File: src/rtl/spmv_pkg.sv
// Shared types and default widths for the SpMV network pack/op stages.
package spmv_pkg;

  localparam int unsigned SPMV_IN_WIDTH  = 32;
  localparam int unsigned SPMV_ID_WIDTH  = 8;
  localparam int unsigned SPMV_CNT_WIDTH = 32;

  typedef enum logic {
    EMPTY = 1'b0,
    HALF  = 1'b1
  } pack_state_t;

endpackage

File: src/rtl/spmv_pair_reg.sv
// Output pair register: loads a new (a, b) pair when free, otherwise holds
// stable; clears lane valids on a handshake with nothing new to load.
module spmv_pair_reg #(
  parameter int unsigned IN_WIDTH = 32,
  parameter int unsigned ID_WIDTH = 8
) (
  input  logic                clk,
  input  logic                rst,
  input  logic                load,
  input  logic [ID_WIDTH-1:0] a_id,
  input  logic [IN_WIDTH-1:0] a_val,
  input  logic [ID_WIDTH-1:0] b_id,
  input  logic [IN_WIDTH-1:0] b_val,
  input  logic                b_valid,
  input  logic                out_ready,
  output logic [ID_WIDTH-1:0] out_a_id,
  output logic [IN_WIDTH-1:0] out_a_val,
  output logic                out_a_valid,
  output logic [ID_WIDTH-1:0] out_b_id,
  output logic [IN_WIDTH-1:0] out_b_val,
  output logic                out_b_valid,
  output logic                out_free,
  output logic                fire
);

  logic out_occ;

  assign out_occ  = out_a_valid || out_b_valid;
  assign out_free = !out_occ || out_ready;
  assign fire     = out_occ && out_ready;

  always_ff @(posedge clk) begin
    if (rst) begin
      out_a_id    <= '0;
      out_a_val   <= '0;
      out_a_valid <= 1'b0;
      out_b_id    <= '0;
      out_b_val   <= '0;
      out_b_valid <= 1'b0;
    end else if (out_free) begin
      if (load) begin
        out_a_id    <= a_id;
        out_a_val   <= a_val;
        out_a_valid <= 1'b1;
        out_b_id    <= b_id;
        out_b_val   <= b_val;
        out_b_valid <= b_valid;
      end else begin
        out_a_valid <= 1'b0;
        out_b_valid <= 1'b0;
      end
    end
  end

endmodule

File: src/rtl/spmv_network_pack.sv
// Packs a single-element (id, val) stream into (a, b) lane pairs for the
// first spmv_network_op stage; odd tails leave with lane b invalid.
module spmv_network_pack
  import spmv_pkg::*;
#(
  parameter int unsigned IN_WIDTH  = SPMV_IN_WIDTH,
  parameter int unsigned ID_WIDTH  = SPMV_ID_WIDTH,
  parameter int unsigned CNT_WIDTH = SPMV_CNT_WIDTH
) (
  input  logic                 clk,
  input  logic                 rst,
  input  logic [ID_WIDTH-1:0]  s_id,
  input  logic [IN_WIDTH-1:0]  s_val,
  input  logic                 s_last,
  input  logic                 s_valid,
  output logic                 s_ready,
  input  logic                 flush,
  output logic [ID_WIDTH-1:0]  out_a_id,
  output logic [IN_WIDTH-1:0]  out_a_val,
  output logic                 out_a_valid,
  output logic [ID_WIDTH-1:0]  out_b_id,
  output logic [IN_WIDTH-1:0]  out_b_val,
  output logic                 out_b_valid,
  input  logic                 out_ready,
  output logic [CNT_WIDTH-1:0] pair_count
);

  pack_state_t         state;
  logic [ID_WIDTH-1:0] hold_id;
  logic [IN_WIDTH-1:0] hold_val;
  logic                pend_flush;

  logic                out_free;
  logic                fire;
  logic                accept;
  logic                load;
  logic [ID_WIDTH-1:0] ld_a_id;
  logic [IN_WIDTH-1:0] ld_a_val;
  logic [ID_WIDTH-1:0] ld_b_id;
  logic [IN_WIDTH-1:0] ld_b_val;
  logic                ld_b_valid;
  logic                flush_go;

  assign s_ready  = !rst && out_free;
  assign accept   = s_valid && s_ready;
  // A held flush only fires on a cycle with no accept; an accept pairs instead.
  assign flush_go = !accept && (flush || pend_flush) && out_free;

  always_comb begin
    load       = 1'b0;
    ld_a_id    = hold_id;
    ld_a_val   = hold_val;
    ld_b_id    = s_id;
    ld_b_val   = s_val;
    ld_b_valid = 1'b1;
    case (state)
      EMPTY: begin
        // Accepting with flush in EMPTY sends the element out alone, like s_last.
        if (accept && (s_last || flush)) begin
          load       = 1'b1;
          ld_a_id    = s_id;
          ld_a_val   = s_val;
          ld_b_id    = '0;
          ld_b_val   = '0;
          ld_b_valid = 1'b0;
        end
      end
      HALF: begin
        if (accept) begin
          load = 1'b1;
        end else if (flush_go) begin
          load       = 1'b1;
          ld_b_id    = '0;
          ld_b_val   = '0;
          ld_b_valid = 1'b0;
        end
      end
      default: load = 1'b0;
    endcase
  end

  always_ff @(posedge clk) begin
    if (rst) begin
      state      <= EMPTY;
      hold_id    <= '0;
      hold_val   <= '0;
      pend_flush <= 1'b0;
      pair_count <= '0;
    end else begin
      if (fire) begin
        pair_count <= pair_count + 1'b1;
      end
      case (state)
        EMPTY: begin
          if (accept && !s_last && !flush) begin
            hold_id  <= s_id;
            hold_val <= s_val;
            state    <= HALF;
          end
        end
        HALF: begin
          if (accept || flush_go) begin
            hold_id    <= '0;
            hold_val   <= '0;
            pend_flush <= 1'b0;
            state      <= EMPTY;
          end else if (flush) begin
            pend_flush <= 1'b1;
          end
        end
        default: state <= EMPTY;
      endcase
    end
  end

  spmv_pair_reg #(
    .IN_WIDTH(IN_WIDTH),
    .ID_WIDTH(ID_WIDTH)
  ) u_pair_reg (
    .clk        (clk),
    .rst        (rst),
    .load       (load),
    .a_id       (ld_a_id),
    .a_val      (ld_a_val),
    .b_id       (ld_b_id),
    .b_val      (ld_b_val),
    .b_valid    (ld_b_valid),
    .out_ready  (out_ready),
    .out_a_id   (out_a_id),
    .out_a_val  (out_a_val),
    .out_a_valid(out_a_valid),
    .out_b_id   (out_b_id),
    .out_b_val  (out_b_val),
    .out_b_valid(out_b_valid),
    .out_free   (out_free),
    .fire       (fire)
  );

endmodule
File: config.mk
export PLATFORM = sky130hd
export DESIGN_NAME = spmv_network_pack
export DESIGN_NICKNAME = d
export VERILOG_FILES = /design/src/rtl/spmv_pkg.sv /design/src/rtl/spmv_pair_reg.sv /design/src/rtl/spmv_network_pack.sv
export SDC_FILE = /design/constraint.sdc
export NUM_CORES = 1
export LEC_CHECK = 0
export CORE_MARGIN = 4
export CORE_UTILIZATION = 49
export DETAILED_ROUTE_END_ITERATION = 12
export PLACE_DENSITY = 0.8
export SYNTH_ARGS = -nofsm -noshare
export SYNTH_HDL_FRONTEND = slang
export SYNTH_SLANG_ARGS = --single-unit
File: constraint.sdc
create_clock -name clk -period 2.5 [get_ports clk]
set_input_delay 0.75 -clock clk [delete_from_list [all_inputs] [get_ports clk]]
set_output_delay 0.75 -clock clk [all_outputs]
set_load 0.02 [all_outputs]
**After elaboration in Yosys (flattened, before gate mapping)**

Cells that the tools add are included.

- Register bits after elaboration: 156
- Latch bits: 0
- Bits in writable memories: 0
- Bits in read-only memories: 0
- Input bits: 46
- Output and inout bits: 115
- Word-level logic and storage cells: 70
- Memories kept: 0

- Add/sub/neg operators: 1
- Multipliers: 0
- Div/mod/pow operators: 0
- Order comparisons: 0
- Equal/unequal tests: 2
- Shift-type cells: 0
- Mux-type cells: 33
- Bitwise operators: 1
- Reductions and logical operators: 22

Operator list:

| kind | number |
|---|---|
| 2-to-1 mux 32 bit | 7 |
| case mux 32 bit (2 select lines) | 2 |
| 2-to-1 mux 8 bit | 7 |
| adder 32 x 1 -> 32 bit, second input constant | 1 |
| case mux 8 bit (2 select lines) | 2 |
| 2-to-1 mux 1 bit | 12 |
| logical AND 1 bit | 8 |
| case mux 1 bit (2 select lines) | 3 |
| AND reduction 2 bit | 3 |
| zero test 1 bit | 5 |
| logical OR 1 bit | 5 |
| inequality test 2 x 1 -> 1 bit, second input constant | 1 |
| inequality test 2 bit, second input constant | 1 |
| nonzero test 2 bit | 1 |
| NOT 1 bit | 1 |

**Longest topological paths before layout**

Gate-level depths: netlist (run 1).

- Depth after elaboration: 12
- Mapped depth: 7
- Gate-level depth less buffers: 5

**Modules after synthesis**

A second synthesis (run 1) with hierarchy kept.

- Cells, all modules: 800
- Area, all modules: 7363.3 sq um

Modules (own cells, without submodules):

| module | instances | cells each | area each (sq um) | sequential area each (sq um) |
|---|---|---|---|---|
| spmv_network_pack | 1 | 425 | 3813.7 | 1481.4 |
| spmv_pair_reg | 1 | 375 | 3549.7 | 1641.6 |

**Least setup slack after synthesis (run 1)**

OpenSTA, ideal clock, no wires.

- Path type: input -> output
- Start: in rst
- End: out s_ready
- Arrival time: 1654 ps
- Required time: 1750 ps
- Setup slack: 96 ps
- Cell stages on the path: 4
- Buffers on the path: 3
- Cell sequence: clkbuf_1 > clkbuf_1 > buf_1 > nor2_1

- Word-level cells in the longest chain between the ends: 2

Ends and longest elaborated chain:

| what | line | text |
|---|---|---|
| from (decl) | spmv_network_pack.sv:11 | `input logic rst,` |
| zero test 1 bit | spmv_network_pack.sv:44 | `assign s_ready = !rst && out_free;` |
| logical AND 1 bit | spmv_network_pack.sv:44 |  |
| to (decl) | spmv_network_pack.sv:16 | `output logic s_ready,` |

No other way between the ends.

**Worst setup path after layout (run 1)**

- Start: reg u_pair_reg.out_a_valid
- End: out out_a_valid

RTL lines:

| what | line | text |
|---|---|---|
| from (decl) | spmv_pair_reg.sv:18 | `output logic out_a_valid,` |
| from (signal assigned) | spmv_pair_reg.sv:36 | `out_a_valid <= 1'b0;` |
| from (signal assigned) | spmv_pair_reg.sv:44 | `out_a_valid <= 1'b1;` |
| from (signal assigned) | spmv_pair_reg.sv:49 | `out_a_valid <= 1'b0;` |
| to (decl) | spmv_network_pack.sv:20 | `output logic out_a_valid,` |

No word-level cell between the ends.

==> summary.txt, run 1 <==
Outcome
  – Outcome: complete, no violations

Worst setup path
  – Slowest-stage cell, CP: clkdlybuf4s50_1
  – Family with the most delay on the worst path: buffers and inverters
  – Max stage delay on crit path: 690 ps
  – Critical Path Sink Type: primary output
  – Crit path launch type: flop
  – CP Data Required Time: 1750 ps
  – Worst-path cell chain: clkdlybuf4s50_1
  – Worst Path Buf+Inv: 1
  – Crit path kind: flop to primary output
  – Crit Path Max Fanout: 7
  – CP arrival: 1650 ps

Global routing
  – Vias in the first global route: 6483
  – Largest net degree at the start of global routing: 91
  – Total GRT Usage: 0.261
  – Gr ovfl total: 0
  – Initial antenna violation count: 0
  – Global-route wire length before repair: 31500 um

Pwr
  – Peak VDD IR: 0.000345 V
  – Total power draw: 5.82 mW
  – P_leak: 2.91 nW
  – Power Dens Cells: 654 mW/mm2

Floorplan
  – Die height: 122 um
  – Core ar.: 0.0127 mm2
  – Die width: around 120 um
  – FP Rows: just over 40
  – Initial Util: 0.503
  – Die area: 0.0149 mm2
  – Io pins: about 160

Synth
  – Post-synth top flop: dfxtp_1
  – EDFF count, synth: 0
  – Synth top area cells: dfxtp_1 (49%), a21oi_1 (8.5%), o21ai_0 (7.1%)
  – Post-synthesis async set-or-reset flop share: 0
  – Synth unique cells: 37
  – Synth top area share: 0.490
  – Yosys reg bits: 156
  – Mapped Cells: 760
  – Yosys warns: 0
  – Mapped Avg Cell Area: between 8 and 9 um2
  – Post-synth net total: approximately 800
  – Sequential cell area fraction in the yosys report: 0.490
  – Area leader, netlist: dfxtp_1
  – Synthesized cell area: 0.00637 mm2

Clock network
  – Clock net sink count: 156
  – Number of CTS-inserted buffers: 17
  – CTS tree: done
  – Hold Buf Count CTS: 0
  – Clk buf depth: 2
  – Worst-Skew Late Latency: 420 ps
  – Reg clk slew, reported paths: roughly 60 ps
  – Number of H-tree levels: 4
  – CTS root buf: clkbuf_16

STA
  – Slew HR: 0.326
  – Final min period: approximately 2400 ps
  – F_max: 416 MHz
  – Fin. max-slew vios: 0
  – Final setup viols: 0
  – Crit share post-route: 0.962
  – RSZ-0062 raised after global routing: false
  – Final hold vios: 0
  – Tightest Pin Transition: 1010 ps
  – Worst-case clock skew: 5.68 ps

Min path
  – Hold crit path type: flop to flop

Placed design
  – IO buf count: 160
  – GP Congestion: about 0.85
  – Detailed placement HPWL: 13200 um

Drt
  – Total number of vias: 6605
  – Final wirelength: around 20000 um
  – DRT Pass-1 Iters: 5
  – Wire length per cell: 18.2 um
  – Antenna Nets Post-Route: 0
  – DRC: 0
  – DR iter-0 viols: 605
  – Vias per cell: 6.10

Finish
  – Synth-to-layout area growth: 39.5%
  – NumNets Final: 948
  – Number of diodes: 0
  – Post-layout util: 0.702
  – Layout cells sized above 1: 0.0900

Flow run
  – Max cap viols: 0
==> path summary, 6_finish.rpt <==
check,start,endpoint,slack (ps),depth (start not counted)
worst min register to register,u_pair_reg.out_a_id[2],u_pair_reg.out_a_id[2],470,2
worst min-delay path,u_pair_reg.out_a_id[2],u_pair_reg.out_a_id[2],470,2
worst max register to register,u_pair_reg.out_a_valid,pair_count[26],300,4
worst max-delay path,u_pair_reg.out_a_valid,out_a_valid,100,1
==> cells in the final DEF, fill, tap and decap left out, types with 5 or more instances in the layout <==
cell type / instances
clkdlybuf4s50_1: 157
o22ai_1: 40
a221oi_1: 40
dfxtp_1: 156
o31ai_1: 14
o21ai_0: 90
nand2_1: 52
inv_1: 47
buf_4: 35
clkbuf_16: 17
a21oi_1: 106
nor3_1: 5
nand4_1: 51
or4_1: 16
nand3_1: 6
nor2_1: 15
buf_12: 5
or3_1: 7
xnor2_1: 7
==> stage by stage <==
| step | worst slack [ps] | cell area (um2) | cells | hold slack (ps) | setup TNS (ps) |
|---|---|---|---|---|---|
| 2_1_floorplan | 95.8 | 6370 | 760 | 450 | 0 |
| 3_3_place_gp | -264 | 8290 | 1053 | 456 | -7800 |
| 3_5_place_dp | -342 | 8290 | 1053 | 461 | -11370 |
| 4_1_cts | 31.9 | 8890 | 1083 | 471 | 0 |
| 5_1_grt | 33.8 | 8890 | 1083 | 482 | 0 |
| 6_report | 95.8 | 8890 | 1083 | 469 | 0 |
==> kinds of logic after synthesis <==
family                     count (synthesis)  share of synthesized area
DFF                                      156                      0.490
muxes                                      1                    0.00157
xor gates and xnor gates                   9                     0.0124
adders and majority gates                  1                    0.00196
buffers and inverters                    124                     0.0744
AOI/OAI and AO/OA                        299                      0.277
and+or+nand+nor                          170                      0.143
==> Yosys cell counts (3+ instances only) <==
library cell / number
o31ai_1: 15
nand4_1: 51
or3_1: 7
and4_1: 3
o21ai_0: 90
inv_1: 47
nand2_1: 52
nand3_1: 6
and2_1: 3
a21oi_1: 108
or4_1: 16
nor2_1: 17
nor3_1: 5
dfxtp_1: 156
xnor2_1: 7
o22ai_1: 40
a221oi_1: 40
clkbuf_1: 73
==> repair_timing <==
action	in CTS	in global routing
buffers inserted	1	0
setup endpoints to repair	1	2
resized for setup	0	1
pin swaps	1	1
==> power by group <==
group | internal [mW] | leakage, nW | total, mW | switching, mW
logic | 0.276 | 1.35 | 0.649 | 0.373
clock network | 1.62 | 0.290 | 2.56 | 0.937
registers | 2.56 | 1.26 | 2.60 | 0.0442
==> area by class of cell <==
type	count	area, um2
Fill cell	984	3780
Inverter	48	180
Tap cell	172	215
Clock inverter	8	118
Timing Repair Buffer	198	1950
Multi-Input combinational cell	480	2840
Sequential cell	156	3120
Clock buffer	21	470
==> layer usage <==
metal | track usage | wire [um]
met2 | 0.445 | 9880
met3 | 0.0571 | 1390
met4 | 0.118 | 464
met1 | 0.316 | 8020
met5 | 0 | 0
==> registers in the layout, summed over array words and instances, names as in the netlist <==
| signal | flops |
|---|---|
| u_pair_reg.out_a_id | 8 |
| u_pair_reg.out_b_val | 32 |
| u_pair_reg.out_b_id | 8 |
| hold_id | 8 |
| pend_flush | 1 |
| u_pair_reg.out_b_valid | 1 |
| pair_count | 32 |
| state | 1 |
| hold_val | 32 |
| u_pair_reg.out_a_valid | 1 |
| u_pair_reg.out_a_val | 32 |
(Power assumes the default switching activity.)
==> inputs of run 2 (changes only) <==
--- a/config.mk
+++ b/config.mk
@@ -9,6 +9,7 @@
 export CORE_UTILIZATION = 49
 export DETAILED_ROUTE_END_ITERATION = 12
 export PLACE_DENSITY = 0.8
+export SETUP_SLACK_MARGIN = 0.4
 export SYNTH_ARGS = -nofsm -noshare
 export SYNTH_HDL_FRONTEND = slang
 export SYNTH_SLANG_ARGS = --single-unit
==> run 2 against run 1 <==
  * Critical endpoint is now s_ready
  * Maximum frequency rose by 17%
  * Largest power group unchanged
  * Sequential share of layout area decreased by 0.11 points
  * Cell count rose by 0.65%
==> summary.txt, run 2 (synthesized netlist as in run 1, its figures left out) <==
Pwr
  – Net Sw Power: around 1.4 mW
  – Clk pwr share: 0.435
  – P_leak: 3.51 nW
  – Peak VDD IR: approximately 0.00046 V
  – Internal power: 4.34 mW
  – Combinational power share: 0.112
  – Sequential Power Share: 0.452
  – Power Dens Cells: 642 mW/mm2
  – Total power draw: 5.75 mW
  – Sw Share: 0.244

STA
  – Tightest Pin Transition: 903 ps
  – Crit share post-route: 0.820
  – Final hold vios: 0
  – RSZ-0062 raised after global routing: true
  – Worst-case clock skew: between 6 and 7 ps
  – Final min period: 2050 ps
  – Setup TNS: 0 ps
  – Fin. max-slew vios: 0
  – Hold slack: about 470 ps
  – Final setup viols: 0
  – Slew HR: 0.398
  – Final worst slack: 450 ps
  – F_max: 488 MHz

Drt
  – DRC: 0
  – DR iter-0 viols: 608
  – Total number of vias: 6683
  – Vias per cell: 6.13
  – Antenna Nets Post-Route: 0
  – Wire length per cell: approximately 19 um
  – DRT Pass-1 Iters: 5
  – Final wirelength: 20300 um

Finish
  – NumNets Final: approximately 950
  – Final instance area: just under 0.009 mm2
  – Fin cells: 1090
  – Fillers: 1003
  – Synth-to-layout area growth: 40.4%
  – Layout cells sized above 1: 0.124
  – Number of diodes: 0
  – Post-layout util: 0.706
  – Commonest cells after routing, fill and taps aside: dfxtp_1 (150), dlygate4sd2_1 (110), a21oi_1 (103)
  – Most common cell after layout, fill and taps aside: dfxtp_1

Floorplan
  – Die height: about 120 um
  – Initial Util: 0.503
  – FP Rows: 41
  – Core ar.: 0.0127 mm2
  – Io pins: 161
  – Die area: 0.0149 mm2
  – Die width: 122 um

Placed design
  – Place WS: -454 ps
  – GP Congestion: 0.795
  – Detailed placement HPWL: 12900 um
  – IO buf count: 160
  – Inst Count DP: 1053
  – Dpl cell area: 0.00834 mm2

Worst setup path
  – Worst-path cell chain: nor2_2, nor2_4, nor2_4, buf_2
  – Slowest-stage cell, CP: dfxtp_1
  – Worst Path Buf+Inv: 1
  – CP Data Required Time: 1750 ps
  – Critical Path Sink Type: primary output
  – CP arrival: 1300 ps
  – Crit path launch type: flop
  – Max stage delay on crit path: 330 ps
  – Family with the most delay on the worst path: simple AND/OR/NAND/NOR gates
  – CP dominant cell by count: nor2_4
  – Crit path kind: flop to primary output
  – R2R cell count: 5
  – Crit Path Max Fanout: 3
  – Levels on crit path: 4

Clock network
  – CTS tree: done
  – Worst-Skew Late Latency: 420 ps
  – Number of H-tree levels: 4
  – Clk buf depth: 2
  – Clock net sink count: 156
  – CTS root buf: clkbuf_16
  – Number of CTS-inserted buffers: 17
  – Reg clk slew, reported paths: approximately 60 ps

Flow run
  – Max cap viols: 0

Global routing
  – Global-route wire length before repair: around 32000 um
  – Total GRT Usage: 0.268
  – Gr ovfl total: 0
  – Initial antenna violation count: 0
  – Vias in the first global route: 6487
  – Largest net degree at the start of global routing: 86

Min path
  – Hold path depth: 2
  – Hold crit path type: flop to flop

Outcome
  – Outcome: complete, no violations
run 2: cell count changes in the layout (fill, tap and decap cells not counted), moves of 6 or more:
cell / previous run / this run
clkdlybuf4s50_1: 157 / 41
a221oi_1: 40 / 32
buf_6: 0 / 6
a221oi_2: 0 / 8
dfxtp_1: 156 / 150
dlygate4sd2_1: 0 / 110
run 2: routing by layer:
layer  GRT usage  part of all wire  up-vias
met5           0                 0        -
met4       0.123             0.031        0
met3      0.0650             0.079       48
met2       0.438              0.49      326
met1       0.334              0.40     3211
li1            -                 -     3098
run 2: tightest hold or removal path, stage by stage, from the launching register on:
cell      delay, ps
dfxtp_1         310
inv_1            60
a221oi_2         50
run 2: layout make-up:
type | instances | area [um2] | share of cell area
sequential | 156 | 3130 | 0.350
multi-input combinational | 483 | 2980 | 0.333
timing repair buffer | 201 | 1870 | 0.209
clock buffer | 23 | 478 | 0.0534
tap | 172 | 215 | 0.0240
inverter | 48 | 180 | 0.0201
clock inverter | 7 | 90.1 | 0.0101
run 2: path summary, 6_finish.rpt:
path	from	endpoint	slack (ps)
setup / recovery	u_pair_reg.out_a_valid	s_ready	450
hold / removal	u_pair_reg.out_a_val[11]	u_pair_reg.out_a_val[11]	470
setup reg to reg	pair_count[5]	pair_count[21]	450
hold reg to reg	u_pair_reg.out_a_val[11]	u_pair_reg.out_a_val[11]	470
run 2: power by group through the flow:
stage / Combinational (mW) / Sequential (mW) / Clock (mW)
after floorplan: 0.266 / 2.72 / 0
after global placement: 0.628 / 2.65 / 0
after detailed placement: 0.646 / 2.65 / 0
after CTS: 0.629 / 2.60 / 2.52
after global routing: 0.688 / 2.61 / 2.62
final: 0.646 / 2.60 / 2.50
run 2: timing repair:
action                                  in CTS  in global routing
resized for setup                          127                 32
setup buffers                                0                  4
pin swaps                                    2                  8
cloned                                       1                  2
hold buffers                                 0                  0
endpoints found under the setup margin     241                137
==> inputs of run 3 (changes only) <==
==> constraint.sdc (replaced) <==
create_clock -name clk -period 2 [get_ports clk]
set_input_delay 0.6 -clock clk [delete_from_list [all_inputs] [get_ports clk]]
set_output_delay 0.6 -clock clk [all_outputs]
set_load 0.02 [all_outputs]
==> run 3 against run 2 <==
  * Non-clock buffer count increased by 73
  * Cell count rose by 6.6%
  * Sequential cell count unchanged
  * Clock skew increased by 4.1 ps
  * Sequential power grew 25%
  * Combinational power is 70% higher
  * Worst hold slack better by 4.6 ps
  * Register-to-register slack worse by 400 ps
  * Setup slack worse by 400 ps
  * Largest power group is now clock
  * Highest routed layer unchanged
==> summary.txt, run 3 (synthesized netlist as in run 1, its figures left out) <==
Clock network
  – Hold Buf Count CTS: 0
  – CTS tree: done
  – Clock net sink count: between 150 and 200
  – Clk buf depth: 2
  – Number of CTS-inserted buffers: 17
  – Number of H-tree levels: 4
  – Worst-Skew Late Latency: 420 ps
  – CTS root buf: clkbuf_16
  – Reg clk slew, reported paths: 60 ps

STA
  – Crit share post-route: 0.976
  – Final min period: approximately 2000 ps
  – Final hold vios: 0
  – Slew HR: 0.560
  – Worst-case clock skew: around 10 ps
  – F_max: 512 MHz
  – Fin. max-slew vios: 0
  – RSZ-0062 raised after global routing: true
  – Tightest Pin Transition: around 660 ps
  – Final setup viols: 0

Global routing
  – Largest net degree at the start of global routing: 102
  – Initial antenna violation count: 0
  – Gr ovfl total: 0
  – Global-route wire length before repair: 37900 um
  – Total GRT Usage: 0.321
  – Vias in the first global route: 7451

Placed design
  – IO buf count: 160
  – Dpl cell area: 0.00878 mm2
  – GP Congestion: 0.798
  – Detailed placement HPWL: approximately 13000 um

Finish
  – Fillers: 744
  – Commonest cells after routing, fill and taps aside: dfxtp_1 (122), buf_2 (97), o21ai_0 (82)
  – Multi-input combinational cell area: 0.00351 mm2
  – Number of diodes: 0
  – Final instance area: 0.0103 mm2
  – Synth-to-layout area growth: 61.2%
  – Most common cell after layout, fill and taps aside: dfxtp_1
  – FF/Latch Area: 0.00320 mm2
  – Layout cells sized above 1: 0.423
  – NumNets Final: 1025

Drt
  – Final wirelength: ~26000 um
  – DR WL met2: 12700 um
  – DRT Pass-1 Iters: 6
  – Met3 WL: 2370 um
  – Met1 WL: 9680 um
  – Wire length per cell: 22.2 um
  – Vias per cell: 6.47
  – DR iter-0 viols: 993
  – Top Metal Used: met4
  – DRC: 0
  – Total number of vias: approximately 7.5k
  – Antenna Nets Post-Route: 0

Pwr
  – P_leak: between 3 and 4 nW
  – Net Sw Power: around 1.9 mW
  – Sw Share: 0.252
  – Clk pwr share: 0.429
  – Internal power: around 5.7 mW
  – Total power draw: 7.60 mW
  – Combinational power share: 0.144
  – Sequential Power Share: 0.426
  – Power Dens Cells: roughly 740 mW/mm2
  – Peak VDD IR: 0.000555 V

Flow run
  – Max cap viols: 0

Floorplan
  – Die height: 122 um
  – Initial Util: 0.503
  – Core ar.: 0.0127 mm2
  – Die width: 122 um
  – FP Rows: 41
  – Die area: 0.0149 mm2
  – Io pins: 161

Worst setup path
  – Crit Path Max Fanout: 6
  – Crit path launch type: flop
  – Critical Path Sink Type: flop
  – Crit path kind: flop to flop
  – CP Data Required Time: roughly 2300 ps
  – CP arrival: 2280 ps

Min path
  – Hold crit path type: flop to flop

Outcome
  – Outcome: complete, no violations
-- run 3: cell types whose count changed in the layout (fill, tap and decap cells not counted), sizes merged --
cell | before | now
buf | 44 | 225
or4 | 19 | 18
clkinvlp | 2 | 0
nor2 | 18 | 17
dlygate4sd2 | 110 | 2
clkdlybuf4s50 | 41 | 40
clkbuf | 23 | 29
inv | 48 | 49
bufbuf | 0 | 2
dlymetal6s2s | 5 | 0
-- run 3: power groups by stage --
stage	logic [mW]	registers (mW)	clock network [mW]
2_1_floorplan	0.454	3.38	0
3_3_place_gp	0.888	3.30	0
3_5_place_dp	0.913	3.31	0
4_1_cts	0.988	3.24	3.26
5_1_grt	1.14	3.25	3.43
6_report	1.10	3.24	3.26
-- run 3: worst max-delay path: stages, from the launching register on --
cell     delay, ps
dfxtp_4        350
nand4_1        120
buf_6          150
or4_4          550
buf_6          150
or3_1          320
a21oi_1        220
-- run 3: final cells by class --
type,instances,area share
inverters,48,0.0175
clock inverters,6,0.00792
repair buffers,274,0.250
flip-flops and latches,156,0.312
well taps,172,0.0209
multi-input cells,481,0.342
clock buffers,25,0.0502
-- run 3: final timing paths --
kind / slack [ps] / end / startpoint / depth (start not counted)
min: 470 / u_pair_reg.out_b_id[3] / u_pair_reg.out_b_id[3] / 2
max reg2reg: 50 / pair_count[13] / pair_count[7] / 6
max: 50 / pair_count[13] / pair_count[7] / 6
min reg2reg: 470 / u_pair_reg.out_b_id[3] / u_pair_reg.out_b_id[3] / 2
-- run 3: per-stage QoR --
stage	hold WS, ps	util	setup TNS, ps	worst slack (ps)	cells
after floorplan	454	-	0	42.9	760
after CTS	461	0.769	0	105	1144
after global routing	491	0.811	-6.13	-6.13	1162
after detailed placement	460	0.693	-49120	-623	1063
final	470	0.811	0	47.3	1162
after global placement	456	0.693	-40830	-551	1063
-- run 3: metal layers --
layer / vias up / global-route usage
met5: - / 0
met4: 0 / 0.163
met3: 111 / 0.0743
met2: 496 / 0.534
met1: 3670 / 0.388
li1: 3244 / -
-- run 3: repair_timing --
item	in CTS	in global routing
pin swaps	24	36
resized for setup	561	105
gates cloned	13	3
setup endpoints to repair	264	171
setup buffers	37	15
